`config.mk`:
```
export PLATFORM = sky130hd
export DESIGN_NAME = uart_tx_param_flat
export DESIGN_NICKNAME = d
export VERILOG_FILES = /design/src/rtl/uart_pkg.sv /design/src/rtl/uart_tx_param_if.sv /design/src/rtl/uart_baud_gen.sv /design/src/rtl/uart_tx_param.sv /design/src/flat_wrapper.sv
export SDC_FILE = /design/constraint.sdc
export NUM_CORES = 1
export LEC_CHECK = 0
export ABC_AREA = 1
export ABC_CLOCK_PERIOD_IN_PS = 3700
export BUFFER_PORTS_ARGS = -buffer_cell sky130_fd_sc_hd__buf_2
export CAP_MARGIN = 5
export CELL_PAD_IN_SITES_DETAIL_PLACEMENT = 0
export CELL_PAD_IN_SITES_GLOBAL_PLACEMENT = 1
export CORE_MARGIN = 2
export CORE_UTILIZATION = 35
export DETAILED_ROUTE_END_ITERATION = 12
export PLACE_DENSITY_LB_ADDON = 0.15
export SLEW_MARGIN = 15
export SYNTH_ARGS = -nofsm -noshare
export SYNTH_HDL_FRONTEND = slang
export SYNTH_SLANG_ARGS = --single-unit
```
`constraint.sdc`:
```
create_clock -name clk -period 3.7 [get_ports clk]
set_clock_uncertainty 0.05 [all_clocks]
set_input_delay 0.37 -clock clk [delete_from_list [all_inputs] [get_ports clk]]
set_output_delay 0.37 -clock clk [all_outputs]
set_load 0.005 [all_outputs]
```
`src/rtl/uart_pkg.sv`:
```
// Shared definitions for the parameterised UART transmitter.
// Holds the FSM state encoding, the parity_mode encodings and the legal
// configuration ranges for DATA_BITS / STOP_BITS.
// The PARITY state only exists when UART_TX_PARITY_EN is defined.
package uart_pkg;

`ifdef UART_TX_PARITY_EN
  typedef enum logic [2:0] {
    ST_IDLE, ST_START, ST_DATA, ST_PARITY, ST_STOP
  } tx_state_e;
`else
  typedef enum logic [2:0] {
    ST_IDLE, ST_START, ST_DATA, ST_STOP
  } tx_state_e;
`endif

  localparam logic [1:0] PAR_NONE = 2'b00;
  localparam logic [1:0] PAR_EVEN = 2'b01;
  localparam logic [1:0] PAR_ODD  = 2'b10;
  localparam logic [1:0] PAR_RSVD = 2'b11;  // decoded as none

  localparam int DATA_BITS_MIN = 5;
  localparam int DATA_BITS_MAX = 9;
  localparam int STOP_BITS_MIN = 1;
  localparam int STOP_BITS_MAX = 2;

  // One counter walks data bits (0..DATA_BITS-1) and then stop bits;
  // sized for the widest legal payload so it never wraps.
  localparam int BIT_CNT_W = $clog2(DATA_BITS_MAX);

endpackage

```
`src/rtl/uart_tx_param_if.sv`:
```
// Valid/ready byte handshake into the UART transmitter.
//   tx_valid : producer offers tx_data
//   tx_data  : payload, DATA_BITS wide, sent LSB first
//   tx_ready : transmitter idle; transfer when valid && ready at a clk edge
interface uart_tx_param_if #(parameter int DATA_BITS = 8);
  logic                 tx_valid;
  logic [DATA_BITS-1:0] tx_data;
  logic                 tx_ready;

  modport master (output tx_valid, output tx_data, input tx_ready);
  modport slave  (input tx_valid, input tx_data, output tx_ready);
endinterface

```
`src/rtl/uart_baud_gen.sv`:
```
// Bit-period counter for the UART transmitter.
//   clk, rst : clock, synchronous active-high reset
//   restart  : clear the count (frame accepted)
//   en       : count while a frame is in flight
//   period   : cycles per bit, must already be >= 1
//   bit_end  : one-cycle strobe in the last cycle of each bit period
module uart_baud_gen #(
  parameter int DIV_W = 16
) (
  input  logic             clk,
  input  logic             rst,
  input  logic             restart,
  input  logic             en,
  input  logic [DIV_W-1:0] period,
  output logic             bit_end
);

  logic [DIV_W-1:0] cnt_q, cnt_d;

  // Count stays within 0..period-1, so a DIV_W-bit counter cannot wrap.
  assign bit_end = en && (cnt_q == period - DIV_W'(1));

  always_comb begin
    cnt_d = cnt_q;
    if (restart)   cnt_d = '0;
    else if (en)   cnt_d = bit_end ? '0 : cnt_q + DIV_W'(1);
  end

  always_ff @(posedge clk) begin
    if (rst) cnt_q <= '0;
    else     cnt_q <= cnt_d;
  end

endmodule

```
`src/rtl/uart_tx_param.sv`:
```
// Parameterised UART transmitter: start bit, DATA_BITS payload LSB first,
// optional parity bit, STOP_BITS stop bits. All outputs are registered.
//   clk, rst      : clock, synchronous active-high reset
//   clks_per_bit  : runtime bit period (0 treated as 1), latched on accept
//   parity_mode   : 00 none, 01 even, 10 odd, 11 none; latched on accept
//   tx_if         : valid/ready handshake carrying the payload
//   tx_serial     : serial line, idle high
//   tx_busy       : high outside IDLE
//   tx_done       : one-cycle pulse on the return to IDLE after a frame
// Macro UART_TX_PARITY_EN enables the PARITY state; without it parity_mode
// is ignored and DATA goes straight to STOP.
module uart_tx_param
  import uart_pkg::*;
#(
  parameter int DATA_BITS = 8,
  parameter int DIV_W     = 16,
  parameter int STOP_BITS = 1
) (
  input  logic             clk,
  input  logic             rst,
  input  logic [DIV_W-1:0] clks_per_bit,
  input  logic [1:0]       parity_mode,
  uart_tx_param_if.slave   tx_if,
  output logic             tx_serial,
  output logic             tx_busy,
  output logic             tx_done
);

  if (DATA_BITS < DATA_BITS_MIN || DATA_BITS > DATA_BITS_MAX ||
      STOP_BITS < STOP_BITS_MIN || STOP_BITS > STOP_BITS_MAX) begin : g_bad_cfg
    $error("uart_tx_param: DATA_BITS or STOP_BITS out of range");
  end

  localparam int STOP_N = (STOP_BITS >= STOP_BITS_MAX) ? STOP_BITS_MAX : STOP_BITS_MIN;
  localparam logic [BIT_CNT_W-1:0] LAST_DATA = BIT_CNT_W'(DATA_BITS - 1);
  localparam logic [BIT_CNT_W-1:0] LAST_STOP = BIT_CNT_W'(STOP_N - 1);

  tx_state_e              state_q, state_d;
  logic [DATA_BITS-1:0]   data_q, data_d;     // shifts right, bit 0 is next out
  logic [DIV_W-1:0]       div_q, div_d;
  logic [BIT_CNT_W-1:0]   bit_idx_q, bit_idx_d;
  logic                   serial_q, serial_d;
  logic                   ready_q, ready_d;
  logic                   busy_q, busy_d;
  logic                   done_q, done_d;
  logic                   accept, bit_end;

`ifdef UART_TX_PARITY_EN
  logic par_en_q, par_en_d;
  logic par_q, par_d;
`else
  logic unused_parity_mode;
  assign unused_parity_mode = ^parity_mode;
`endif

  // ready_q is only ever high in IDLE, so it alone qualifies the accept.
  assign accept = tx_if.tx_valid && ready_q;

  uart_baud_gen #(.DIV_W(DIV_W)) u_baud (
    .clk     (clk),
    .rst     (rst),
    .restart (accept),
    .en      (busy_q),
    .period  (div_q),
    .bit_end (bit_end)
  );

  always_comb begin
    state_d   = state_q;
    data_d    = data_q;
    div_d     = div_q;
    bit_idx_d = bit_idx_q;
    serial_d  = serial_q;
    done_d    = 1'b0;
`ifdef UART_TX_PARITY_EN
    par_en_d  = par_en_q;
    par_d     = par_q;
`endif
    case (state_q)
      ST_IDLE: begin
        serial_d = 1'b1;
        if (accept) begin
          state_d   = ST_START;
          serial_d  = 1'b0;
          data_d    = tx_if.tx_data;
          div_d     = (clks_per_bit == '0) ? DIV_W'(1) : clks_per_bit;
          bit_idx_d = '0;
`ifdef UART_TX_PARITY_EN
          par_en_d  = (parity_mode == PAR_EVEN) || (parity_mode == PAR_ODD);
          par_d     = (^tx_if.tx_data) ^ (parity_mode == PAR_ODD);
`endif
        end
      end
      ST_START: if (bit_end) begin
        state_d  = ST_DATA;
        serial_d = data_q[0];
        data_d   = data_q >> 1;
      end
      ST_DATA: if (bit_end) begin
        if (bit_idx_q == LAST_DATA) begin
          bit_idx_d = '0;
`ifdef UART_TX_PARITY_EN
          if (par_en_q) begin
            state_d  = ST_PARITY;
            serial_d = par_q;
          end else begin
            state_d  = ST_STOP;
            serial_d = 1'b1;
          end
`else
          state_d  = ST_STOP;
          serial_d = 1'b1;
`endif
        end else begin
          bit_idx_d = bit_idx_q + BIT_CNT_W'(1);
          serial_d  = data_q[0];
          data_d    = data_q >> 1;
        end
      end
`ifdef UART_TX_PARITY_EN
      ST_PARITY: if (bit_end) begin
        state_d   = ST_STOP;
        serial_d  = 1'b1;
        bit_idx_d = '0;
      end
`endif
      ST_STOP: if (bit_end) begin
        if (bit_idx_q == LAST_STOP) begin
          state_d = ST_IDLE;
          done_d  = 1'b1;
        end else begin
          bit_idx_d = bit_idx_q + BIT_CNT_W'(1);
        end
      end
      default: begin
        state_d  = ST_IDLE;
        serial_d = 1'b1;
      end
    endcase
    // Status flags track the next state so they are registered, not decoded.
    ready_d = (state_d == ST_IDLE);
    busy_d  = (state_d != ST_IDLE);
  end

  always_ff @(posedge clk) begin
    if (rst) begin
      state_q   <= ST_IDLE;
      data_q    <= '0;
      div_q     <= DIV_W'(1);
      bit_idx_q <= '0;
      serial_q  <= 1'b1;
      ready_q   <= 1'b0;
      busy_q    <= 1'b0;
      done_q    <= 1'b0;
`ifdef UART_TX_PARITY_EN
      par_en_q  <= 1'b0;
      par_q     <= 1'b0;
`endif
    end else begin
      state_q   <= state_d;
      data_q    <= data_d;
      div_q     <= div_d;
      bit_idx_q <= bit_idx_d;
      serial_q  <= serial_d;
      ready_q   <= ready_d;
      busy_q    <= busy_d;
      done_q    <= done_d;
`ifdef UART_TX_PARITY_EN
      par_en_q  <= par_en_d;
      par_q     <= par_d;
`endif
    end
  end

  assign tx_if.tx_ready = ready_q;
  assign tx_serial      = serial_q;
  assign tx_busy        = busy_q;
  assign tx_done        = done_q;

endmodule

```
`src/flat_wrapper.sv`:
```
// flat-port wrapper written by rule: the top's interface ports become plain ports
module uart_tx_param_flat import uart_pkg::*;
#(
  parameter int DATA_BITS = 8,
  parameter int DIV_W     = 16,
  parameter int STOP_BITS = 1
)
  (clk, rst, clks_per_bit, parity_mode, tx_serial, tx_busy, tx_done, tx_if_tx_valid, tx_if_tx_data, tx_if_tx_ready);
  uart_tx_param_if #(.DATA_BITS(DATA_BITS)) tx_if_i ();
  input  logic clk;
  input  logic rst;
  input  logic [DIV_W-1:0] clks_per_bit;
  input  logic [1:0] parity_mode;
  output logic tx_serial;
  output logic tx_busy;
  output logic tx_done;
  input wire logic [$bits(tx_if_i.tx_valid)-1:0] tx_if_tx_valid;
  input wire logic [$bits(tx_if_i.tx_data)-1:0] tx_if_tx_data;
  output wire logic [$bits(tx_if_i.tx_ready)-1:0] tx_if_tx_ready;
  assign tx_if_i.tx_valid = tx_if_tx_valid;
  assign tx_if_i.tx_data = tx_if_tx_data;
  assign tx_if_tx_ready = tx_if_i.tx_ready;
  uart_tx_param #(.DATA_BITS(DATA_BITS), .DIV_W(DIV_W), .STOP_BITS(STOP_BITS)) u_core (.clk(clk), .rst(rst), .clks_per_bit(clks_per_bit), .parity_mode(parity_mode), .tx_if(tx_if_i), .tx_serial(tx_serial), .tx_busy(tx_busy), .tx_done(tx_done));
endmodule
```
==> metrics.csv, run 1 <==
stage,metric,value,unit
floorplanning,rows,34,
yosys,ys_types,35,
final_layout,fillers,960,
yosys,synthMuxAreaShare,0,
global_route,antenna_found_initial,0,
cts,clk_latency,0.31,ns
route,drtPass1Iterations,4,
yosys,synth_warnings,0,
floorplanning,dieHeight,98.5,um
cts,post-cts-setup-buffers,0,
timing,fmax,402,MHz
yosys,yosys.area_share.adder,0.0160,
timing,whs,0.244,ns
final_layout,seq_area,1020,sq um
timing,rsz0062_at_grt,false,
cts,cts_buffers,5,
route,totalWireLength,7.89,mm
route,drt_iter0_markers,132,
floorplanning,start_util,0.360,
critical_path,cp-end-kind,flip-flop,
pwr,p_per_area,342,nW/um^2
final_layout,n_antenna_cell,0,
yosys,synthSimpleGateAreaFrac,0.423,
final_layout,drive_above_1_share,0.117,
final_layout,nNetsFinal,546,
cts,cts_buffer_depth,2,
timing,finalHoldViolCount,0,
timing,period_share,0.672,
placed_design,dp_hpwl,6.20,mm
timing,worst_slack,1.21,ns
yosys,syn_inst,483,
route,vias,2949,
critical_path,cp-start-kind,flip-flop,
critical_path,crit_type,flip-flop to flip-flop,
yosys,ys_seq_elements,51,
placed_design,post-place-ws,1.19,ns
pwr,power,1.19,mW
status,status,completed,
cts,cts_sinks,51,
yosys,syn_nets,516,
critical_path,path_max_fanout,15,
final_layout,final_cell_mix,"nand2_1 (135), nor2_1 (78), inv_1 (56), dfxtp_1 (51), nand3_1 (39)",
final_layout,final_common_cell,nand2_1,
route,viasPerCell,4.74,
yosys,syn_avg_cell_area,6.47,sq um
route,wl_per_cell,12.7,um
route,drc,0,
timing,period_needed,2.49,ns
timing,setup_violations,0,
global_route,grt_max_degree,25,
floorplanning,dieArea,9700,sq um
global_route,grt_usage,0.171,
pwr,leakagePower,1.59,nW
critical_path,crit_arrival,2.63,ns
timing,worstMarginPinSlew,0.728,ns
cts,cts_tree,done,
timing,final.setup.tns,0,ns
worst_hold_path,hold_class,primary input to flip-flop,
global_route,grt_pass1_vias,2707,
timing,maxSlewViolCount,0,
critical_path,required,3.84,ns
final_layout,multi_input_area,1850,sq um
placed_design,gp_congestion,0.862,
route,antenna_left,0,
floorplanning,core,8680,sq um
pwr,peakVddDrop,0.144,mV
cts,hold_buffers,0,
placed_design,place.port_buffers,30,
floorplanning,io_pins,33,
cts,clk_pin_slew,0.10,ns
timing,slew_headroom,0.514,
cts,cts-resized-gates,0,
yosys,synth-seq-area-share,0.327,
global_route,grt_first_pass_wirelength,13.5,mm
yosys,synth-compound-area-share,0.0945,
global_route,grt_overflow,0,
job,maxCapViolCount,0,
yosys,synth_top_family_by_area,simple AND/OR/NAND/NOR gates,
yosys,syn_area,3130,sq um
floorplanning,die_w,98.5,um
yosys,synth_xor_area_frac,0.0576,
final_layout,area_growth_syn_to_layout,11.6,%
cts,htree_num_levels,2,
cts,clock-root-buffer,clkbuf_8,
[layer usage]
metal	track usage	routed length, um	vias to the layer above
met2	0.249	3200	49
met5	0	0	-
met1	0.263	4330	1289
li1	-	-	1600
met4	0.0506	106	0
met3	0.0199	246	11
[cells by family (layout without fill, tap and decap cells)]
logic type      after synthesis  count (layout)
compound gates               47              47
xor+xnor                     19              19
fa+ha+maj                     4               4
buf+inv                      63              94
flops                        51              51
other cells                   1               1
simple gates                298             298
[layout make-up]
type | count | area share
clock buffers | 6 | 0.0237
repair buffers | 30 | 0.0430
flip-flops and latches | 51 | 0.293
well taps | 108 | 0.0387
multi-input cells | 369 | 0.530
clock inverters | 2 | 0.0111
inverters | 56 | 0.0603
[per-stage QoR]
stage                      util  std cells  area (sq um)
final                     0.402        622          3490
after global routing      0.402        622          3490
after CTS                 0.402        622          3490
after detailed placement  0.388        614          3370
after global placement    0.388        614          3370
after floorplan               -        483          3130
[power by group]
part	switching, mW	internal [mW]	total, mW
sequential	0.0186	0.567	0.586
clock	0.201	0.223	0.424
combinational	0.117	0.0658	0.183
[worst paths after layout]
| kind | from | end | slack [ns] | cells past startpoint |
|---|---|---|---|---|
| hold reg to reg | u_core.data_q[5] | u_core.data_q[5] | 0.42 | 2 |
| setup / recovery | u_core.div_q[0] | u_core.u_baud.cnt_q[1] | 1.21 | 13 |
| hold / removal | clks_per_bit[10] | u_core.div_q[10] | 0.24 | 3 |
| setup reg to reg | u_core.div_q[0] | u_core.u_baud.cnt_q[1] | 1.21 | 13 |
[state kept, by name, summed over array words and instances, names as in the netlist]
signal	count
u_core.tx_serial	1
u_core.bit_idx_q	4
u_core.tx_done	1
u_core.tx_busy	1
u_core.tx_if.tx_ready	1
u_core.div_q	16
u_core.data_q	8
u_core.u_baud.cnt_q	16
u_core.state_q	3
[synth_stat cells, drive strengths merged]
library cell,number,area share
nor3b,2,0.0048
o31ai,1,0.0024
conb,1,0.0012
clkbuf,4,0.0048
a211oi,12,0.033
a21oi,20,0.032
inv,56,0.067
nand3b,4,0.0096
nand4,4,0.0080
nor3,12,0.019
dlygate4sd3,1,0.0032
nand2,141,0.18
nor4,5,0.015
nor4b,1,0.0048
xnor3,1,0.0072
buf,2,0.0060
o21ai,14,0.027
or2,1,0.0020
and2,1,0.0020
xnor2,9,0.025
nor2,86,0.11
xor2,9,0.025
dfxtp,51,0.33
nand3,41,0.069
ha,4,0.016
[worst max-delay path: stages, from the launching register on]
cell and delay (ns):
dfxtp_1 0.36, inv_1 0.10, ha_1 0.26, nand2_1 0.09
nor2_2 0.20, nand3_1 0.16, nand3_1 0.14, nand2_1 0.06
nor2_1 0.10, nand2_1 0.06, nor2_1 0.17, nand2_1 0.20
nand2_2 0.31, o21ai_0 0.12
No activity file was read; power rests on OpenSTA's default activity.
==> run 2: changes to the inputs <==
--- a/config.mk
+++ b/config.mk
@@ -6,7 +6,7 @@
 export NUM_CORES = 1
 export LEC_CHECK = 0
 export ABC_AREA = 1
-export ABC_CLOCK_PERIOD_IN_PS = 3700
+export ABC_CLOCK_PERIOD_IN_PS = 2100
 export BUFFER_PORTS_ARGS = -buffer_cell sky130_fd_sc_hd__buf_2
 export CAP_MARGIN = 5
 export CELL_PAD_IN_SITES_DETAIL_PLACEMENT = 0
==> constraint.sdc (replaced) <==
create_clock -name clk -period 2.1 [get_ports clk]
set_clock_uncertainty 0.05 [all_clocks]
set_input_delay 0.21 -clock clk [delete_from_list [all_inputs] [get_ports clk]]
set_output_delay 0.21 -clock clk [all_outputs]
set_load 0.005 [all_outputs]
==> run 2 against run 1 <==
The flow now finishes with violations (setup timing). Fmax increased by 17%. Register-to-register slack got worse by 1.2 ns. Setup slack got worse by 1.2 ns. Critical path depth increased by 4. Largest cell class unchanged. Highest routed layer unchanged.
==> metrics.csv, run 2 (same netlist as run 1, synthesis figures left out) <==
stage,metric,value,unit
status,status,finished with violations,
status,violations,setup timing,
final_layout,final_common_cell,nand2_1,
final_layout,nNetsFinal,594,
floorplanning,start_util,0.360,
timing,fmax,469,MHz
critical_path,cp-start-kind,flip-flop,
timing,rsz0062_at_grt,true,
worst_hold_path,hold_class,primary input to flip-flop,
pwr,power.switching,0.656,mW
cts,clk_pin_slew,0.10,ns
placed_design,numPlacedInstances,653,
timing,worst_slack,-0.0308,ns
timing,slew_headroom,0.634,
floorplanning,core,8680,sq um
timing,period_needed,2.13,ns
placed_design,gp_congestion,0.874,
cts,cts_sinks,51,
timing,setup_violations,4,
placed_design,dp_hpwl,6.60,mm
route,drt_iter0_markers,148,
critical_path,rr_startpoint,u_core.div_q[0],
route,drc,0,
final_layout,area_growth_syn_to_layout,38.2,%
final_layout,fillers,928,
timing,final.setup.tns,-0.109,ns
worst_hold_path,hp-start,clks_per_bit[10],
pwr,switching_share,0.281,
job,maxCapViolCount,0,
final_layout,instances_no_fill,670,
pwr,p_per_area,540,nW/um^2
final_layout,largestRegisters,"u_core.div_q x16, u_core.u_baud.cnt_q x16, u_core.data_q x8",
cts,htree_num_levels,2,
final_layout,final_cell_mix,"nand2_1 (114), nor2_1 (60), inv_1 (53), dfxtp_1 (42), buf_4 (35)",
timing,maxSlewViolCount,0,
route,totalWireLength,8.95,mm
final_layout,drive_above_1_share,0.340,
final_layout,final_design_area_no_fill,4320,sq um
pwr,combinationalPowerShare,0.203,
final_layout,post-route-util,0.498,
placed_design,post-place-ws,-0.159,ns
pwr,leakagePower,1.94,nW
global_route,grt_overflow,0,
placed_design,place.port_buffers,30,
global_route,grt_max_degree,24,
critical_path,crit_type,flip-flop to flip-flop,
critical_path,cp-startpoint,u_core.div_q[0],
final_layout,n_antenna_cell,0,
timing,finalHoldViolCount,0,
floorplanning,io_pins,33,
critical_path,path_max_fanout,5,
critical_path,required,2.31,ns
global_route,antenna_found_initial,0,
route,viasPerCell,4.92,
global_route,grt_first_pass_wirelength,14.8,mm
route,vias,3295,
global_route,grt_usage,0.186,
floorplanning,dieHeight,98.5,um
cts,hold_buffers,0,
timing,period_share,1.01,
cts,cts_buffer_depth,2,
route,wl_per_cell,13.4,um
floorplanning,rows,34,
pwr,power,2.33,mW
cts,cts_buffers,5,
pwr,seqPwrFrac,0.445,
route,drtPass1Iterations,6,
pwr,p_int,1.67,mW
cts,cts_tree,done,
cts,clk_latency,0.31,ns
global_route,grt_pass1_vias,3146,
route,antenna_left,0,
timing,worstMarginPinSlew,0.547,ns
pwr,clock_power_share,0.352,
floorplanning,dieArea,9700,sq um
pwr,peakVddDrop,0.284,mV
critical_path,cp-end-kind,flip-flop,
cts,clock-root-buffer,clkbuf_8,
timing,whs,0.0809,ns
critical_path,crit_arrival,2.34,ns
placed_design,placed_area,3680,sq um
floorplanning,die_w,98.5,um
==> run 2: cell types whose count changed in the layout (fill, tap and decap cells not counted), moves of 7 or more <==
cell     before  now
nor3_1       12    4
nand2_2       5   21
nor3_2        0    8
dfxtp_2       0    8
buf_6         0   10
dfxtp_1      51   42
buf_4         0   35
nand3_1      39   26
nor2_2        6   13
nor2_1       78   60
nand3_2       2   13
nand2_1     135  114
nor2_4        2   13
==> run 2: layout make-up <==
cell class / instances / area [sq um] / share of cell area
inverters: 56 / 213 / 0.0493
flip-flops and latches: 51 / 1030 / 0.240
multi-input cells: 369 / 2210 / 0.512
clock buffers: 6 / 72.6 / 0.0168
clock inverters: 2 / 60.1 / 0.0139
repair buffers: 78 / 591 / 0.137
well taps: 108 / 135 / 0.0313
==> run 2: metal layers <==
metal	GRT usage	up-vias	wire, um
met5	0	-	0
met4	0.0548	0	162
met3	0.0248	9	234
met2	0.287	44	4030
met1	0.273	1543	4520
li1	-	1699	-
==> run 2: worst paths after layout <==
kind / end / slack (ns) / depth (start not counted)
setup reg to reg: u_core.bit_idx_q[1] / -0.03 / 17
setup / recovery: u_core.bit_idx_q[1] / -0.03 / 17
hold / removal: u_core.div_q[10] / 0.08 / 3
hold reg to reg: u_core.data_q[5] / 0.42 / 2
==> run 2: power by group through the flow <==
stage / sequential [mW] / clock [mW] / combinational [mW]
3_3_place_gp: 1.05 / 0 / 0.365
3_5_place_dp: 1.05 / 0 / 0.366
5_1_grt: 1.04 / 0.884 / 0.528
2_1_floorplan: 1.04 / 0 / 0.238
4_1_cts: 1.03 / 0.842 / 0.390
6_report: 1.04 / 0.821 / 0.472
==> run 2: worst max-delay path: stages, from the launching register on <==
cell	delay, ns
dfxtp_2	0.35
inv_4	0.07
ha_4	0.18
nand2_4	0.06
nor2_4	0.12
nand2_1	0.07
nand2_1	0.07
nand2_1	0.06
inv_1	0.06
nand3_2	0.07
nor2_4	0.14
nand3_4	0.11
buf_6	0.14
o21ai_4	0.21
nand2_2	0.12
nand2_1	0.08
nand2_1	0.05
nor2_1	0.07
==> run 2: timing repair <==
action / 4_1_cts / 5_1_grt
pin swaps: 11 / 37
gates cloned: 0 / 1
buffers inserted: 4 / 4
gates resized for setup: 20 / 97
hold endpoints to repair: 0 / 0
setup endpoints to repair: 33 / 34
